### config.mk
export PLATFORM = sky130hd
export DESIGN_NAME = axi_lite_master_basic
export DESIGN_NICKNAME = d
export VERILOG_FILES = /design/src/rtl/axi_lite_master_basic.sv
export SDC_FILE = /design/constraint.sdc
export NUM_CORES = 1
export LEC_CHECK = 0
export CAP_MARGIN = 40
export CORE_ASPECT_RATIO = 0.6
export CORE_MARGIN = 5
export CORE_UTILIZATION = 41
export CTS_CLUSTER_DIAMETER = 50
export CTS_CLUSTER_SIZE = 16
export DETAILED_ROUTE_END_ITERATION = 10
export PLACE_DENSITY = 0.87
export SKIP_LAST_GASP = 1
export SLEW_MARGIN = 20
export SYNTH_ARGS = -nofsm -noshare
export SYNTH_HDL_FRONTEND = slang
export SYNTH_SLANG_ARGS = --single-unit
### constraint.sdc
create_clock -name ACLK -period 1.7 [get_ports ACLK]
set_input_delay 0.34 -clock ACLK [delete_from_list [all_inputs] [get_ports ACLK]]
set_output_delay 0.34 -clock ACLK [all_outputs]
set_load 0.005 [all_outputs]
### src/rtl/axi_lite_master_basic.sv
`default_nettype none
// ============================================================================
// Module      : axi_lite_master_basic
// Description : Single-outstanding AXI4-Lite initiator bridging a simple
//               command/response port onto AW/W/B and AR/R channels.
// Revision    : 1.0 - initial release
// ============================================================================
module axi_lite_master_basic #(
    parameter int ADDR_WIDTH = 4,
    parameter int DATA_WIDTH = 32
) (
    input  logic                  ACLK,
    input  logic                  ARESETn,
    input  logic                  cmd_valid,
    output logic                  cmd_ready,
    input  logic                  cmd_write,
    input  logic [ADDR_WIDTH-1:0] cmd_addr,
    input  logic [DATA_WIDTH-1:0] cmd_wdata,
    output logic                  rsp_valid,
    input  logic                  rsp_ready,
    output logic [DATA_WIDTH-1:0] rsp_rdata,
    output logic [1:0]            rsp_resp,
    output logic                  rsp_write,
    output logic [ADDR_WIDTH-1:0] M_AWADDR,
    output logic                  M_AWVALID,
    input  logic                  M_AWREADY,
    output logic [DATA_WIDTH-1:0] M_WDATA,
    output logic                  M_WVALID,
    input  logic                  M_WREADY,
    input  logic [1:0]            M_BRESP,
    input  logic                  M_BVALID,
    output logic                  M_BREADY,
    output logic [ADDR_WIDTH-1:0] M_ARADDR,
    output logic                  M_ARVALID,
    input  logic                  M_ARREADY,
    input  logic [DATA_WIDTH-1:0] M_RDATA,
    input  logic [1:0]            M_RRESP,
    input  logic                  M_RVALID,
    output logic                  M_RREADY
);

    typedef enum logic [2:0] {
        S_IDLE    = 3'd0,
        S_WR_REQ  = 3'd1,
        S_WR_RESP = 3'd2,
        S_RD_REQ  = 3'd3,
        S_RD_RESP = 3'd4,
        S_CPL     = 3'd5
    } state_t;

    state_t                  state_q,     state_d;
    logic                    awvalid_q,   awvalid_d;
    logic                    wvalid_q,    wvalid_d;
    logic                    bready_q,    bready_d;
    logic                    arvalid_q,   arvalid_d;
    logic                    rready_q,    rready_d;
    logic [ADDR_WIDTH-1:0]   awaddr_q,    awaddr_d;
    logic [ADDR_WIDTH-1:0]   araddr_q,    araddr_d;
    logic [DATA_WIDTH-1:0]   wdata_q,     wdata_d;
    logic                    rsp_valid_q, rsp_valid_d;
    logic                    rsp_write_q, rsp_write_d;
    logic [1:0]              rsp_resp_q,  rsp_resp_d;
    logic [DATA_WIDTH-1:0]   rsp_rdata_q, rsp_rdata_d;
    logic                    aw_done;
    logic                    w_done;

    always_ff @(posedge ACLK or negedge ARESETn) begin
        if (!ARESETn) begin
            state_q     <= S_IDLE;
            awvalid_q   <= 1'b0;
            wvalid_q    <= 1'b0;
            bready_q    <= 1'b0;
            arvalid_q   <= 1'b0;
            rready_q    <= 1'b0;
            awaddr_q    <= '0;
            araddr_q    <= '0;
            wdata_q     <= '0;
            rsp_valid_q <= 1'b0;
            rsp_write_q <= 1'b0;
            rsp_resp_q  <= 2'b00;
            rsp_rdata_q <= '0;
        end else begin
            state_q     <= state_d;
            awvalid_q   <= awvalid_d;
            wvalid_q    <= wvalid_d;
            bready_q    <= bready_d;
            arvalid_q   <= arvalid_d;
            rready_q    <= rready_d;
            awaddr_q    <= awaddr_d;
            araddr_q    <= araddr_d;
            wdata_q     <= wdata_d;
            rsp_valid_q <= rsp_valid_d;
            rsp_write_q <= rsp_write_d;
            rsp_resp_q  <= rsp_resp_d;
            rsp_rdata_q <= rsp_rdata_d;
        end
    end

    always_comb begin
        state_d     = state_q;
        awvalid_d   = awvalid_q;
        wvalid_d    = wvalid_q;
        bready_d    = bready_q;
        arvalid_d   = arvalid_q;
        rready_d    = rready_q;
        awaddr_d    = awaddr_q;
        araddr_d    = araddr_q;
        wdata_d     = wdata_q;
        rsp_valid_d = rsp_valid_q;
        rsp_write_d = rsp_write_q;
        rsp_resp_d  = rsp_resp_q;
        rsp_rdata_d = rsp_rdata_q;
        // A channel counts as done once its VALID has already dropped or it handshakes now
        aw_done     = !awvalid_q || M_AWREADY;
        w_done      = !wvalid_q  || M_WREADY;

        case (state_q)
            S_IDLE: begin
                if (cmd_valid) begin
                    if (cmd_write) begin
                        awaddr_d  = cmd_addr;
                        wdata_d   = cmd_wdata;
                        awvalid_d = 1'b1;
                        wvalid_d  = 1'b1;
                        state_d   = S_WR_REQ;
                    end else begin
                        araddr_d  = cmd_addr;
                        arvalid_d = 1'b1;
                        state_d   = S_RD_REQ;
                    end
                end
            end
            S_WR_REQ: begin
                if (awvalid_q && M_AWREADY) awvalid_d = 1'b0;
                if (wvalid_q && M_WREADY)   wvalid_d  = 1'b0;
                if (aw_done && w_done) begin
                    bready_d = 1'b1;
                    state_d  = S_WR_RESP;
                end
            end
            S_WR_RESP: begin
                if (M_BVALID && bready_q) begin
                    bready_d    = 1'b0;
                    rsp_resp_d  = M_BRESP;
                    rsp_rdata_d = '0;
                    rsp_write_d = 1'b1;
                    rsp_valid_d = 1'b1;
                    state_d     = S_CPL;
                end
            end
            S_RD_REQ: begin
                if (arvalid_q && M_ARREADY) begin
                    arvalid_d = 1'b0;
                    rready_d  = 1'b1;
                    state_d   = S_RD_RESP;
                end
            end
            S_RD_RESP: begin
                if (M_RVALID && rready_q) begin
                    rready_d    = 1'b0;
                    rsp_resp_d  = M_RRESP;
                    rsp_rdata_d = M_RDATA;
                    rsp_write_d = 1'b0;
                    rsp_valid_d = 1'b1;
                    state_d     = S_CPL;
                end
            end
            S_CPL: begin
                if (rsp_ready) begin
                    rsp_valid_d = 1'b0;
                    state_d     = S_IDLE;
                end
            end
            default: state_d = S_IDLE;
        endcase
    end

    assign cmd_ready = (state_q == S_IDLE);
    assign rsp_valid = rsp_valid_q;
    assign rsp_rdata = rsp_rdata_q;
    assign rsp_resp  = rsp_resp_q;
    assign rsp_write = rsp_write_q;
    assign M_AWADDR  = awaddr_q;
    assign M_AWVALID = awvalid_q;
    assign M_WDATA   = wdata_q;
    assign M_WVALID  = wvalid_q;
    assign M_BREADY  = bready_q;
    assign M_ARADDR  = araddr_q;
    assign M_ARVALID = arvalid_q;
    assign M_RREADY  = rready_q;

endmodule
`default_nettype wire

## Word level (Yosys, flattened, before mapping)

Cells that the tools add are included.

| operators by class | value |
|---|---|
| muxes and demuxes | 35 |
| reduce and logical (&&, ||, !) cells | 27 |
| bitwise gates (word level) | 1 |
| equal/unequal tests | 15 |

Operators with widths:

| cell | number |
|---|---|
| 32-bit two-way mux | 2 |
| 32-bit one-hot mux with 2 select lines | 1 |
| 3-bit two-way mux | 6 |
| 2-bit inequality test (second input constant) | 9 |
| 3-bit one-hot mux with 6 select lines | 1 |
| 4-bit AND reduction | 4 |
| 3-bit AND reduction | 5 |
| 1-bit two-way mux | 14 |
| 1-bit one-hot mux with 2 select lines | 6 |
| 2-bit nonzero test | 5 |
| 3-bit by 2-bit == test with 1-bit output (second input constant) | 2 |
| 3-bit == test (second input constant) | 2 |
| 1-bit logical AND | 6 |
| 2-bit two-way mux | 3 |
| 6-bit AND reduction | 1 |
| 2-bit one-hot mux with 2 select lines | 1 |
| 3-bit by 1-bit == test with 1-bit output (second input constant) | 1 |
| 3-bit logical NOT | 1 |
| 1-bit one-hot mux with 3 select lines | 1 |
| 3-bit nonzero test | 1 |
| 1-bit logical NOT | 2 |
| 1-bit logical OR | 2 |
| 2-bit by 1-bit inequality test with 1-bit output (second input constant) | 1 |
| 1-bit inverter | 1 |

| word-level totals | value |
|---|---|
| flip-flop bits (word level) | 84 |
| word-level logic and storage cells | 91 |
| input bits | 82 |
| output and inout port bits | 82 |

## Logic depth before layout (Yosys ltp)

Gate-level depths: netlist (run 1).

| logic depth | value |
|---|---|
| depth in word-level cells | 5 |
| depth in mapped cells | 7 |
| depth with buffers taken out | 5 |

## Least setup slack after synthesis (run 1)

No wires, ideal clock.

| timing | value |
|---|---|
| path kind | flip-flop to flip-flop |
| start | register state_q[2] |
| end | register araddr_q[0] (netlist: M_ARADDR[0]) |
| setup time | 125 ps |
| stages on the path, launching flop included | 6 |
| path buffers | 2 |
| data arrival time | 1448 ps |
| path slack | 127 ps |
| path through | dfrtp_1 buf_4 nor3_4 and3_1 clkbuf_1 mux2_2 |

| between the ends | value |
|---|---|
| word-level cells in the longest chain between the ends | 2 |

RTL lines:

| item | RTL line | RTL |
|---|---|---|
| start, declared | 51 | `state_t state_q, state_d;` |
| start signal, assigned | 83 | `state_q <= state_d;` |
| 3-bit logical NOT | -- |  |
| via cmd_ready | 15 | `output logic cmd_ready,` |
| 3-bit AND reduction (no line) | -- |  |
| end signal, assigned | 90 | `araddr_q <= araddr_d;` |
| end, declared | 58 | `logic [ADDR_WIDTH-1:0] araddr_q, araddr_d;` |

The timed path passes the listed nets, and every way through them passes these cells.
A chain may end at the register's enable or synchronous reset.

## Worst setup path after layout (run 1)

| timing | value |
|---|---|
| start | register state_q[1] |
| end | register rsp_rdata_q[27] (netlist: rsp_rdata[27]) |

| between the ends | value |
|---|---|
| word-level cells in the longest chain between the ends | 3 |

RTL lines:

| item | RTL line | RTL |
|---|---|---|
| 3-bit == test or 3-bit by 2-bit == test with 1-bit output (tied branches) | 117 | `case (state_q)` |
| 2-bit inequality test (no line) or 2-bit nonzero test (tied branches) | -- |  |
| 3-bit AND reduction (no line) | -- |  |
| end signal, assigned | 95 | `rsp_rdata_q <= rsp_rdata_d;` |
| end, declared | 63 | `logic [DATA_WIDTH-1:0] rsp_rdata_q, rsp_rdata_d;` |

Parallel ways exist; a longest one is shown, timed or not.

==> parameters.txt, run 1 <==
Parameter                              Value

Synthesis
  Synth Area in XOR/XNOR ... 0%
  Mapped Cells ... around 240
  Post-synth design cell area ... around 3400 sq um
  Main synth FF type ... sky130_fd_sc_hd__dfrtp_1
  Library cell occupying the most area in the post-synthesis netlist ... sky130_fd_sc_hd__dfrtp_1
  Synthesized-area fraction occupied by ao, oa, aoi and oai cells ... between 10% and 20%
  Post-synthesis sequential area ratio ... roughly 62%
  EDFF count, synth ... 0
  Synthesis Warnings ... 0
  Leading post-synthesis cells by cell area ... sky130_fd_sc_hd__dfrtp_1 (62%), sky130_fd_sc_hd__a22o_1 (8.2%), sky130_fd_sc_hd__mux2_4 (7.9%)
  Adder-cell share of the synthesized area ... 0%
  Multiplexer area fraction after synthesis ... between 10% and 20%
  Number of distinct standard cells referenced by the synthesized netlist ... 32
  Async set-or-reset flop fraction in the synthesized netlist ... 100%
  Number of nets in the synthesized netlist ... between 300 and 400
  Mean instance size in the synthesized netlist ... ~15 sq um
  Area share of the largest cell type after synthesis ... 61.6%
  Dominant combinational cell family by area after synthesis ... multiplexers
  Synthesized-area fraction occupied by and/or/nand/nor cells ... 5.28%
  Flop and latch count out of synthesis ... 84

STA
  Post-route clock period utilization ... just under 100%
  Max-slew violation count ... 0
  Final total negative setup slack ... 0 ps
  Worst Max-Slew Pin Slew ... approximately 350 ps
  Final number of setup-violating endpoints ... 0
  Worst Clk Skew ... roughly 8.4 ps
  Worst max-slew margin expressed relative to the limit ... between 70% and 80%
  Post-route minimum period ... between 1500 and 2000 ps
  Crit path setup slack, layout ... between 50 and 60 ps
  Hold Vio Cnt, Final ... 0
  Highest Clock Rate ... ~0.61 GHz

Floorplan
  Effective utilization at floorplan ... between 40% and 50%
  Area of the core region ... about 8000 sq um
  Number of top-level design ports ... roughly 160
  Die outline area ... slightly above 10,000 sq um
  Width of the die ... approximately 130 microns
  DIE HEIGHT ... approximately 81 microns
  Num rows ... 25

Placed design
  DPL Wire Length ... between 7000 and 8000 microns
  Last weighted congestion value of the routability-driven placer ... between 0.8 and 0.9
  Quantity of I/O buffers inserted on ports ... approximately 160
  Total instance count after detailed placement ... 509
  Pre-CTS worst setup slack ... -224 ps

Routing
  WL/cell ... ~17 microns
  Via count ... ~2,600
  Number of nets still failing antenna checks after routing ... 0
  Aggregate routed wire length ... between 9000 and 10,000 microns
  Count of unresolved DRC violations after routing ... 0
  Drt initial violations ... between 100 and 150
  Avg Vias per Cell ... approximately 5
  DR pass1 iterations ... 4

Cells and area
  Post-layout net count ... roughly 500
  Post-route insts no fill ... roughly 530
  Top library cells by usage in the layout, fill and taps aside ... sky130_fd_sc_hd__clkdlybuf4s50_1 (161), sky130_fd_sc_hd__dfrtp_1 (82), sky130_fd_sc_hd__a22o_1 (32)
  Layout overhead on the synthesized area ... 62.9%
  Number of diodes added for antenna fixing ... 0
  Commonest non-fill, non-tap cell in the layout ... sky130_fd_sc_hd__clkdlybuf4s50_1
  Fraction of layout cells with a size suffix above 1 ... between 20 and 25%

CTS
  Library cell used as clock root buffer ... sky130_fd_sc_hd__clkbuf_16
  Clock tree from TritonCTS ... built
  Cts bufs inserted ... 9
  Worst-Skew Late Latency ... roughly 320 ps
  Clock Path Buffers ... 2
  Number of H-tree levels ... 3
  Clock net sink count ... 84
  Clock transition at path regs ... roughly 60 ps

GRT
  Via count of the first global-routing pass ... ~2,800
  Total routing usage reported by global routing ... 18.5%
  Total congestion overflow after global routing ... 0
  First-pass GRT wire length ... approximately 15,000 microns
  Initial antenna violation count ... 0
  Pin count of the biggest net entering global routing ... 46

Worst setup path
  Register-to-register setup slack ... roughly 58 ps
  Largest fanout on the critical path ... 37
  Required time of the critical path ... ~1900 ps
  Element type at the critical path end ... flip-flop
  Worst setup path category ... reg -> reg
  Launching element type of the critical path ... flip-flop
  Data arrival time at the worst-slack endpoint ... ~1900 ps

Power
  Post-route total power ... 0.00842 W
  Power density over the cells ... ~1500 nW/um^2
  P_leak ... around 2.5 nW
  Max IR drop VDD ... 909 uV

Run
  # Max-Cap Violations ... 0

Min path
  Classification of the worst-slack hold path ... in -> async

Outcome
  Result of the run ... complete, no violations
cell families after synthesis:
family | count (synthesis)
AOI/OAI and AO/OA | 54
DFF | 84
buffers and inverters | 20
and+or+nand+nor | 33
muxes | 44
worst paths after layout:
kind	from	endpoint	depth (start not counted)
max in group asynchronous	ARESETn	state_q[2]$_DFFE_PN0P_	3
worst min-delay path	ARESETn	M_WDATA[24]$_DFFE_PN0P_	2
worst max register to register	state_q[1]$_DFFE_PN0P_	rsp_rdata[27]$_DFFE_PN0P_	6
worst min register to register	rsp_resp[0]$_DFFE_PN0P_	rsp_resp[0]$_DFFE_PN0P_	2
min in group ACLK	rsp_resp[0]$_DFFE_PN0P_	rsp_resp[0]$_DFFE_PN0P_	2
worst max-delay path	state_q[1]$_DFFE_PN0P_	rsp_rdata[27]$_DFFE_PN0P_	6
Yosys cell counts (all sizes together) (3+ instances only):
master  number
buf         13
dfrtp       84
a31oi        3
nor2         7
o21ai        5
nand3        4
and3         3
nor3         3
mux2        42
nand2       10
inv          5
a21o         4
a22o        32
a21oi        7
layout make-up:
type,count,area [sq um]
timing repair buffer,183,1840
multi-input combinational,131,1190
sequential,84,2100
clock inverter,5,27.5
fill,581,2420
clock buffer,11,243
tap,108,135
inverter,5,18.8
flip-flops by register name, indices dropped and copies added, names as in the netlist:
register and flops:
M_BREADY 1, M_WDATA 32, state_q 3, M_ARADDR 4, rsp_resp 2, M_ARVALID 1, M_AWVALID 1, M_WVALID 1
rsp_write 1, M_RREADY 1, rsp_rdata 32, rsp_valid 1, M_AWADDR 4
metrics by stage:
stage          utilization, %  hold WS, ps  cell area (sq um)
2_1_floorplan               -         44.4               3410
3_3_place_gp             65.9          275               5260
3_5_place_dp             65.9          276               5260
4_1_cts                  69.5          472               5550
5_1_grt                  69.7          492               5560
6_report                 69.7          472               5560
timing repair:
action / 4_1_cts / 5_1_grt
pin swaps: 1 / 1
endpoints found under the setup margin: 1 / 39
hold endpoints to repair: 25 / 0
cloned: 0 / 0
resized for setup: 2 / 5
setup buffers: 1 / 0
hold buffers: 1 / 0
per-layer routing:
metal	vias to the layer above	wire length (microns)	track usage (%)	part of all wire, %
met5	-	0	0	0
met4	0	112	5.40	1.2
met3	12	809	7.77	8.8
met2	100	4280	28.6	46
met1	1305	4000	23.7	43
li1	1212	-	-	-
critical path, cell delays in order (launching register included):
cell                       delay [ps]
sky130_fd_sc_hd__dfrtp_1          410
sky130_fd_sc_hd__buf_4            200
sky130_fd_sc_hd__nor2b_1          170
sky130_fd_sc_hd__and3_4           220
sky130_fd_sc_hd__o211ai_4          80
sky130_fd_sc_hd__buf_12           180
sky130_fd_sc_hd__a22o_1           250
report_power, final:
group          internal, W  switching [W]
sequential         0.00270       0.000446
combinational      0.00231        0.00122
clock              0.00102       0.000730
total              0.00603        0.00240
No activity file was read; power rests on OpenSTA's default activity.
==> run 2: changes to the inputs <==
Settings changed: SETUP_SLACK_MARGIN from default to 0.02.
==> run 2 against run 1 <==
Net effect: wire length up 1.8%; sequential power about the same; hold slack worse by 0.73 ps; combinational power about the same; final cell count up 0.19%; first-iteration DRC count up 23%; clock-buffer cell count unchanged; maximum frequency down 0.30%; sequential share of layout area down 0.24 points; non-clock buffer count up 1; flip-flop and latch count unchanged; critical path depth down 4.
==> parameters.txt, run 2 (synthesis results as in run 1) <==
Parameter                              Value

Cells and area
  Filler instances ... about 580
  Summed area of non-filler cells in the final layout ... approximately 5600 sq um
  Number of diodes added for antenna fixing ... 0
  Commonest non-fill, non-tap cell in the layout ... sky130_fd_sc_hd__clkdlybuf4s50_1
  Fraction of layout cells with a size suffix above 1 ... approximately 22%
  Area of combinational cells with multiple inputs ... about 1200 sq um
  Area occupied by registers ... around 2100 sq um
  Post-layout net count ... between 400 and 500
  Layout overhead on the synthesized area ... 63.9%
  Top library cells by usage in the layout, fill and taps aside ... sky130_fd_sc_hd__clkdlybuf4s50_1 (161), sky130_fd_sc_hd__dfrtp_1 (82), sky130_fd_sc_hd__a22o_1 (32)

Placed design
  DPL Wire Length ... between 7000 and 8000 microns
  Last weighted congestion value of the routability-driven placer ... 0.807
  Quantity of I/O buffers inserted on ports ... 163
  Dpl cell area ... roughly 5300 sq um
  Pre-CTS worst setup slack ... -224 ps

Worst setup path
  Worst setup path category ... reg -> out
  Cell chain of the critical path ... nor3_4, dlygate4sd2_1
  Count of cells along the worst register-to-register path ... 5
  Launching element type of the critical path ... flip-flop
  Required time of the critical path ... 1360 ps
  Data arrival time at the worst-slack endpoint ... between 1000 and 1500 ps
  Max stage delay on crit path ... ~470 ps
  Startpoint of the worst setup timing path ... state_q[2]$_DFFE_PN0P_
  Register-to-register setup slack ... roughly 60 ps
  Worst r2r src ... state_q[2]$_DFFE_PN0P_
  Element type at the critical path end ... primary output
  Slowest stage cell, crit path ... sky130_fd_sc_hd__dfrtp_2
  Largest fanout on the critical path ... 8

STA
  Final number of setup-violating endpoints ... 0
  Worst max-slew margin expressed relative to the limit ... 76.8%
  Post-route clock period utilization ... 96.9%
  Setup repair after global routing missed its margin ... false
  Worst Clk Skew ... 7.54 ps
  Worst Max-Slew Pin Slew ... roughly 350 ps
  Max-slew violation count ... 0
  Hold Vio Cnt, Final ... 0
  Post-route minimum period ... roughly 1600 ps
  Crit path setup slack, layout ... ~53 ps
  Highest Clock Rate ... just over 0.6 GHz

GRT
  First-pass GRT wire length ... roughly 15,000 microns
  Total routing usage reported by global routing ... 18.5%
  Pin count of the biggest net entering global routing ... between 40 and 50
  Via count of the first global-routing pass ... 2,835
  Met1 usage ... a little under a quarter
  Most congested layer reported by global routing ... met2
  Initial antenna violation count ... 0
  Global-route met2 utilization ... between 20% and 30%
  Total congestion overflow after global routing ... 0
  Met3 track demand over resource in global routing ... roughly 8%

Floorplan
  Width of the die ... about 130 microns
  Area of the core region ... 7980 sq um
  Die outline area ... about 10,000 sq um
  Effective utilization at floorplan ... between 40% and 50%
  Num rows ... 25
  DIE HEIGHT ... between 80 and 90 microns
  Number of top-level design ports ... 164

CTS
  Library cell used as clock root buffer ... sky130_fd_sc_hd__clkbuf_16
  Worst-Skew Late Latency ... 320 ps
  Cts bufs inserted ... 9
  Clock tree from TritonCTS ... built
  Clock net sink count ... 84
  Number of H-tree levels ... 3
  Clock transition at path regs ... approximately 60 ps
  Clock Path Buffers ... 2

Routing
  DR pass1 iterations ... 4
  Drt initial violations ... 138
  Number of nets still failing antenna checks after routing ... 0
  Count of unresolved DRC violations after routing ... 0
  Avg Vias per Cell ... 4.99
  Aggregate routed wire length ... 9380 microns
  WL/cell ... about 18 microns
  Via count ... roughly 2,600

Run
  # Max-Cap Violations ... 0

Min path
  Classification of the worst-slack hold path ... in -> async

Power
  Max IR drop VDD ... between 900 and 1000 uV
  Power density over the cells ... between 1500 and 2000 nW/um^2
  P_leak ... ~2.5 nW

Outcome
  Result of the run ... complete, no violations
run 2: cell types whose count changed in the layout (fill, tap and decap cells not counted):
cell	previous run	this run
sky130_fd_sc_hd__and3_1	1	0
sky130_fd_sc_hd__nor2b_2	0	2
sky130_fd_sc_hd__clkbuf_16	9	10
sky130_fd_sc_hd__nor2b_1	2	0
sky130_fd_sc_hd__and3_4	1	2
run 2: worst max-delay path, delay by kind of cell, from the launching register on:
| family | cells | cell delay, ps |
|---|---|---|
| buf+inv | 1 | 290 |
| flops | 1 | 470 |
| simple gates | 1 | 220 |
run 2: power by group:
| part | switching, W | internal (W) | total [W] |
|---|---|---|---|
| sequential | 0.000446 | 0.00270 | 0.00314 |
| combinational | 0.00123 | 0.00232 | 0.00355 |
| clock | 0.000731 | 0.00102 | 0.00175 |
| total | 0.00241 | 0.00604 | 0.00844 |
run 2: final timing paths:
check | to
hold reg to reg | rsp_resp[0]$_DFFE_PN0P_
setup reg to reg | M_WDATA[26]$_DFFE_PN0P_
hold / removal | M_WDATA[24]$_DFFE_PN0P_
setup / recovery | cmd_ready
min in group ACLK | rsp_resp[0]$_DFFE_PN0P_
max in group asynchronous | rsp_rdata[16]$_DFFE_PN0P_
run 2: timing repair:
item,CTS,global route
setup buffers,1,0
endpoints found under the hold margin,25,0
gates cloned,0,1
resized for setup,3,8
setup endpoints to repair,2,38
pin swaps,1,1
hold buffers,1,0
run 2: cell type report:
cell class                 instances  share of cell area, %
multi-input combinational        131                   21.4
clock buffer                      11                   4.34
inverter                           5                  0.336
clock inverter                     5                  0.492
sequential                        84                   37.6
tap                              108                   2.42
timing repair buffer             184                   33.4
run 2: metrics by stage:
| step | TNS (ps) | hold WS, ps | instances | total power, W | util (%) |
|---|---|---|---|---|---|
| after global placement | -1980 | 275 | 509 | 0.00656 | 65.9 |
| after global routing | 0 | 492 | 528 | 0.00895 | 70.1 |
| after CTS | 0 | 472 | 527 | 0.00852 | 69.5 |
| final | 0 | 471 | 528 | 0.00844 | 70.1 |
| after floorplan | 0 | 44.4 | 235 | 0.00465 | - |
| after detailed placement | -3710 | 276 | 509 | 0.00670 | 65.9 |
run 2: per-layer routing:
metal	part of all wire [%]	wire length, microns
met1	44	4120
met2	46	4310
met3	8.9	833
met4	1.2	112
met5	0	0
==> run 3: changes to the inputs <==
Settings changed: CORE_UTILIZATION 41 to 62, DONT_BUFFER_PORTS from default to 1, PLACE_DENSITY 0.87 to 0.84.
==> run 3 against run 2 <==
Net effect: the flow now finishes with violations (negative hold slack); maximum frequency grew 2.1%; non-clock buffer count shrank 173; clock power shrank 17%; critical path depth grew 4; clock skew is essentially flat; clock-buffer cell count is the same; total power shrank 22%; hold slack lost 770 ps; sequential share of layout area grew 19 points; die area shrank 31%; global-route usage grew 0.95 points; critical path type is now reg -> reg; critical endpoint is now rsp_rdata[8]$_DFFE_PN0P_; largest cell class unchanged.
==> parameters.txt, run 3 (synthesis results as in run 1) <==
Parameter                              Value

Routing
  WL/cell ... approximately 22 microns
  Number of nets still failing antenna checks after routing ... 0
  Count of unresolved DRC violations after routing ... 0
  Via count ... approximately 2,000
  Avg Vias per Cell ... 6.26
  DR pass1 iterations ... 4
  Drt initial violations ... approximately 110
  Aggregate routed wire length ... around 6900 microns

Floorplan
  DIE HEIGHT ... roughly 67 microns
  Effective utilization at floorplan ... 65.6%
  Area of the core region ... about 5200 sq um
  Num rows ... 20
  Width of the die ... about 110 microns
  Number of top-level design ports ... between 150 and 200
  Die outline area ... roughly 7100 sq um

Placed design
  Quantity of I/O buffers inserted on ports ... 0
  DPL Wire Length ... roughly 4900 microns
  Last weighted congestion value of the routability-driven placer ... 0.806

Power
  P_leak ... approximately 1.8 nW
  Switching power as a share of total power ... between 30% and 40%
  Cell-internal power ... around 0.0046 W
  Clock Power Share ... between 20% and 30%
  Post-route total power ... 0.00657 W
  Share of power burned in combinational logic ... 26.8%
  Proportion of power drawn by flip-flops and latches ... 51.2%
  Switching power summed over all nets ... 0.00200 W
  Power density over the cells ... roughly 1800 nW/um^2
  Max IR drop VDD ... about 840 uV

STA
  Post-route clock period utilization ... between 90% and 100%
  Post-route minimum period ... between 1500 and 2000 ps
  Worst max-slew margin expressed relative to the limit ... 79.6%
  Worst Clk Skew ... approximately 7.6 ps
  Highest Clock Rate ... 0.620 GHz
  Worst Hold Slack ... -302 ps
  Worst Max-Slew Pin Slew ... between 300 and 400 ps
  Setup repair after global routing missed its margin ... true
  Final number of setup-violating endpoints ... 0
  Max-slew violation count ... 0
  Hold Vio Cnt, Final ... 84

Cells and area
  Area of combinational cells with multiple inputs ... 1180 sq um
  Fraction of layout cells with a size suffix above 1 ... about 31%
  Post-layout net count ... ~320
  Top library cells by usage in the layout, fill and taps aside ... sky130_fd_sc_hd__dfrtp_1 (81), sky130_fd_sc_hd__a22o_1 (32), sky130_fd_sc_hd__mux2_2 (24)
  Number of diodes added for antenna fixing ... 0
  Layout overhead on the synthesized area ... 8.87%
  Area occupied by registers ... about 2100 sq um
  Commonest non-fill, non-tap cell in the layout ... sky130_fd_sc_hd__dfrtp_1
  Filler instances ... between 300 and 400

CTS
  Number of H-tree levels ... 3
  Library cell used as clock root buffer ... sky130_fd_sc_hd__clkbuf_8
  Clock tree from TritonCTS ... built
  Clock net sink count ... 84
  Worst-Skew Late Latency ... roughly 330 ps
  Clock Path Buffers ... 2
  Cts bufs inserted ... 9
  Clock transition at path regs ... approximately 80 ps

Worst setup path
  Kind of cell with the highest combined delay on the critical path ... flip-flops
  Required time of the critical path ... about 1900 ps
  Worst setup path category ... reg -> reg
  Largest fanout on the critical path ... 37
  Cell chain of the critical path ... buf_4, nor2b_1, and3_1, o211ai_4, buf_12, a22o_1
  Launching element type of the critical path ... flip-flop
  Stages on worst setup path ... 6
  Element type at the critical path end ... flip-flop
  Startpoint of the worst setup timing path ... state_q[1]$_DFFE_PN0P_
  Slowest stage cell, crit path ... sky130_fd_sc_hd__dfrtp_2
  Buffers & Inverters on Critical Path ... 2
  Data arrival time at the worst-slack endpoint ... roughly 1800 ps
  Count of cells along the worst register-to-register path ... 6
  Worst r2r dst ... rsp_rdata[8]$_DFFE_PN0P_
  Register-to-register setup slack ... about 87 ps
  Max stage delay on crit path ... between 400 and 500 ps
  Worst r2r src ... state_q[1]$_DFFE_PN0P_
  End of the critical path ... rsp_rdata[8]$_DFFE_PN0P_

GRT
  Via count of the first global-routing pass ... just over 2,000
  Total congestion overflow after global routing ... 0
  Met3 track demand over resource in global routing ... between 8 and 9%
  Met1 usage ... around a quarter
  Pin count of the biggest net entering global routing ... 85
  Global-route met2 utilization ... approximately 30%
  Total routing usage reported by global routing ... 19.4%
  First-pass GRT wire length ... around 11,000 microns
  Initial antenna violation count ... 0
  Most congested layer reported by global routing ... met2

Min path
  Classification of the worst-slack hold path ... in -> async

Outcome
  Result of the run ... finished with violations
  Violations in the final reports ... negative hold slack

Run
  # Max-Cap Violations ... 0
## run 3: cell types whose count changed in the layout (fill, tap and decap cells not counted), sizes merged
cell / previous run / this run
buf: 20 / 11
bufinv: 0 / 2
clkbuf: 12 / 11
clkdlybuf4s50: 161 / 0
clkinv: 4 / 0
clkinvlp: 1 / 2
dlygate4sd2: 1 / 0
dlygate4sd3: 1 / 0
## run 3: power by group through the flow
stage	registers, W	clock network (W)	logic [W]
2_1_floorplan	0.00314	0	0.00151
3_3_place_gp	0.00337	0	0.00164
3_5_place_dp	0.00339	0	0.00172
4_1_cts	0.00338	0.00149	0.00174
5_1_grt	0.00345	0.00157	0.00193
6_report	0.00336	0.00145	0.00176
## run 3: worst min path at each step
stage	start	to	slack [ps]	depth (start not counted)
after CTS	ARESETn	M_WDATA[0]$_DFFE_PN0P_	-320	0
after global routing	ARESETn	M_WDATA[17]$_DFFE_PN0P_	-330	0
final	ARESETn	M_WDATA[17]$_DFFE_PN0P_	-300	0
after detailed placement	ARESETn	M_WDATA[16]$_DFFE_PN0P_	50	0
after floorplan	ARESETn	M_ARADDR[0]$_DFFE_PN0P_	40	0
after global placement	ARESETn	M_WDATA[17]$_DFFE_PN0P_	50	0
## run 3: layer usage
layer	wire length [microns]	up-vias	share of wire [%]
met5	0	-	0
met4	36	0	0.52
met3	646	2	9.4
met2	3390	94	49
met1	2830	994	41
li1	-	862	-
## run 3: through the flow
| stage | setup TNS (ps) | std cells | instance area [sq um] | setup slack [ps] | util, % |
|---|---|---|---|---|---|
| CTS | 0 | 311 | 3700 | 46.0 | 71.1 |
| global route | -5.91 | 312 | 3710 | -3.39 | 71.4 |
| floorplan | 0 | 235 | 3410 | 127 | - |
| detailed placement | 0 | 296 | 3490 | 19.0 | 67.1 |
| finish | 0 | 312 | 3710 | 87.0 | 71.4 |
| global placement | 0 | 296 | 3490 | 99.9 | 67.1 |
## run 3: repair_timing
item | in CTS | in global routing
hold endpoints to repair | 84 | 84
pin swaps | 0 | 0
gates resized for setup | 2 | 3
endpoints found under the setup margin | 2 | 39
buffers inserted | 0 | 1
## run 3: cell type report
type / count / area share [%]
clock buffers: 11 / 3.54
clock inverters: 4 / 2.02
inverters: 5 / 0.505
multi-input cells: 131 / 31.8
flip-flops and latches: 84 / 56.7
well taps: 66 / 2.22
repair buffers: 11 / 3.23
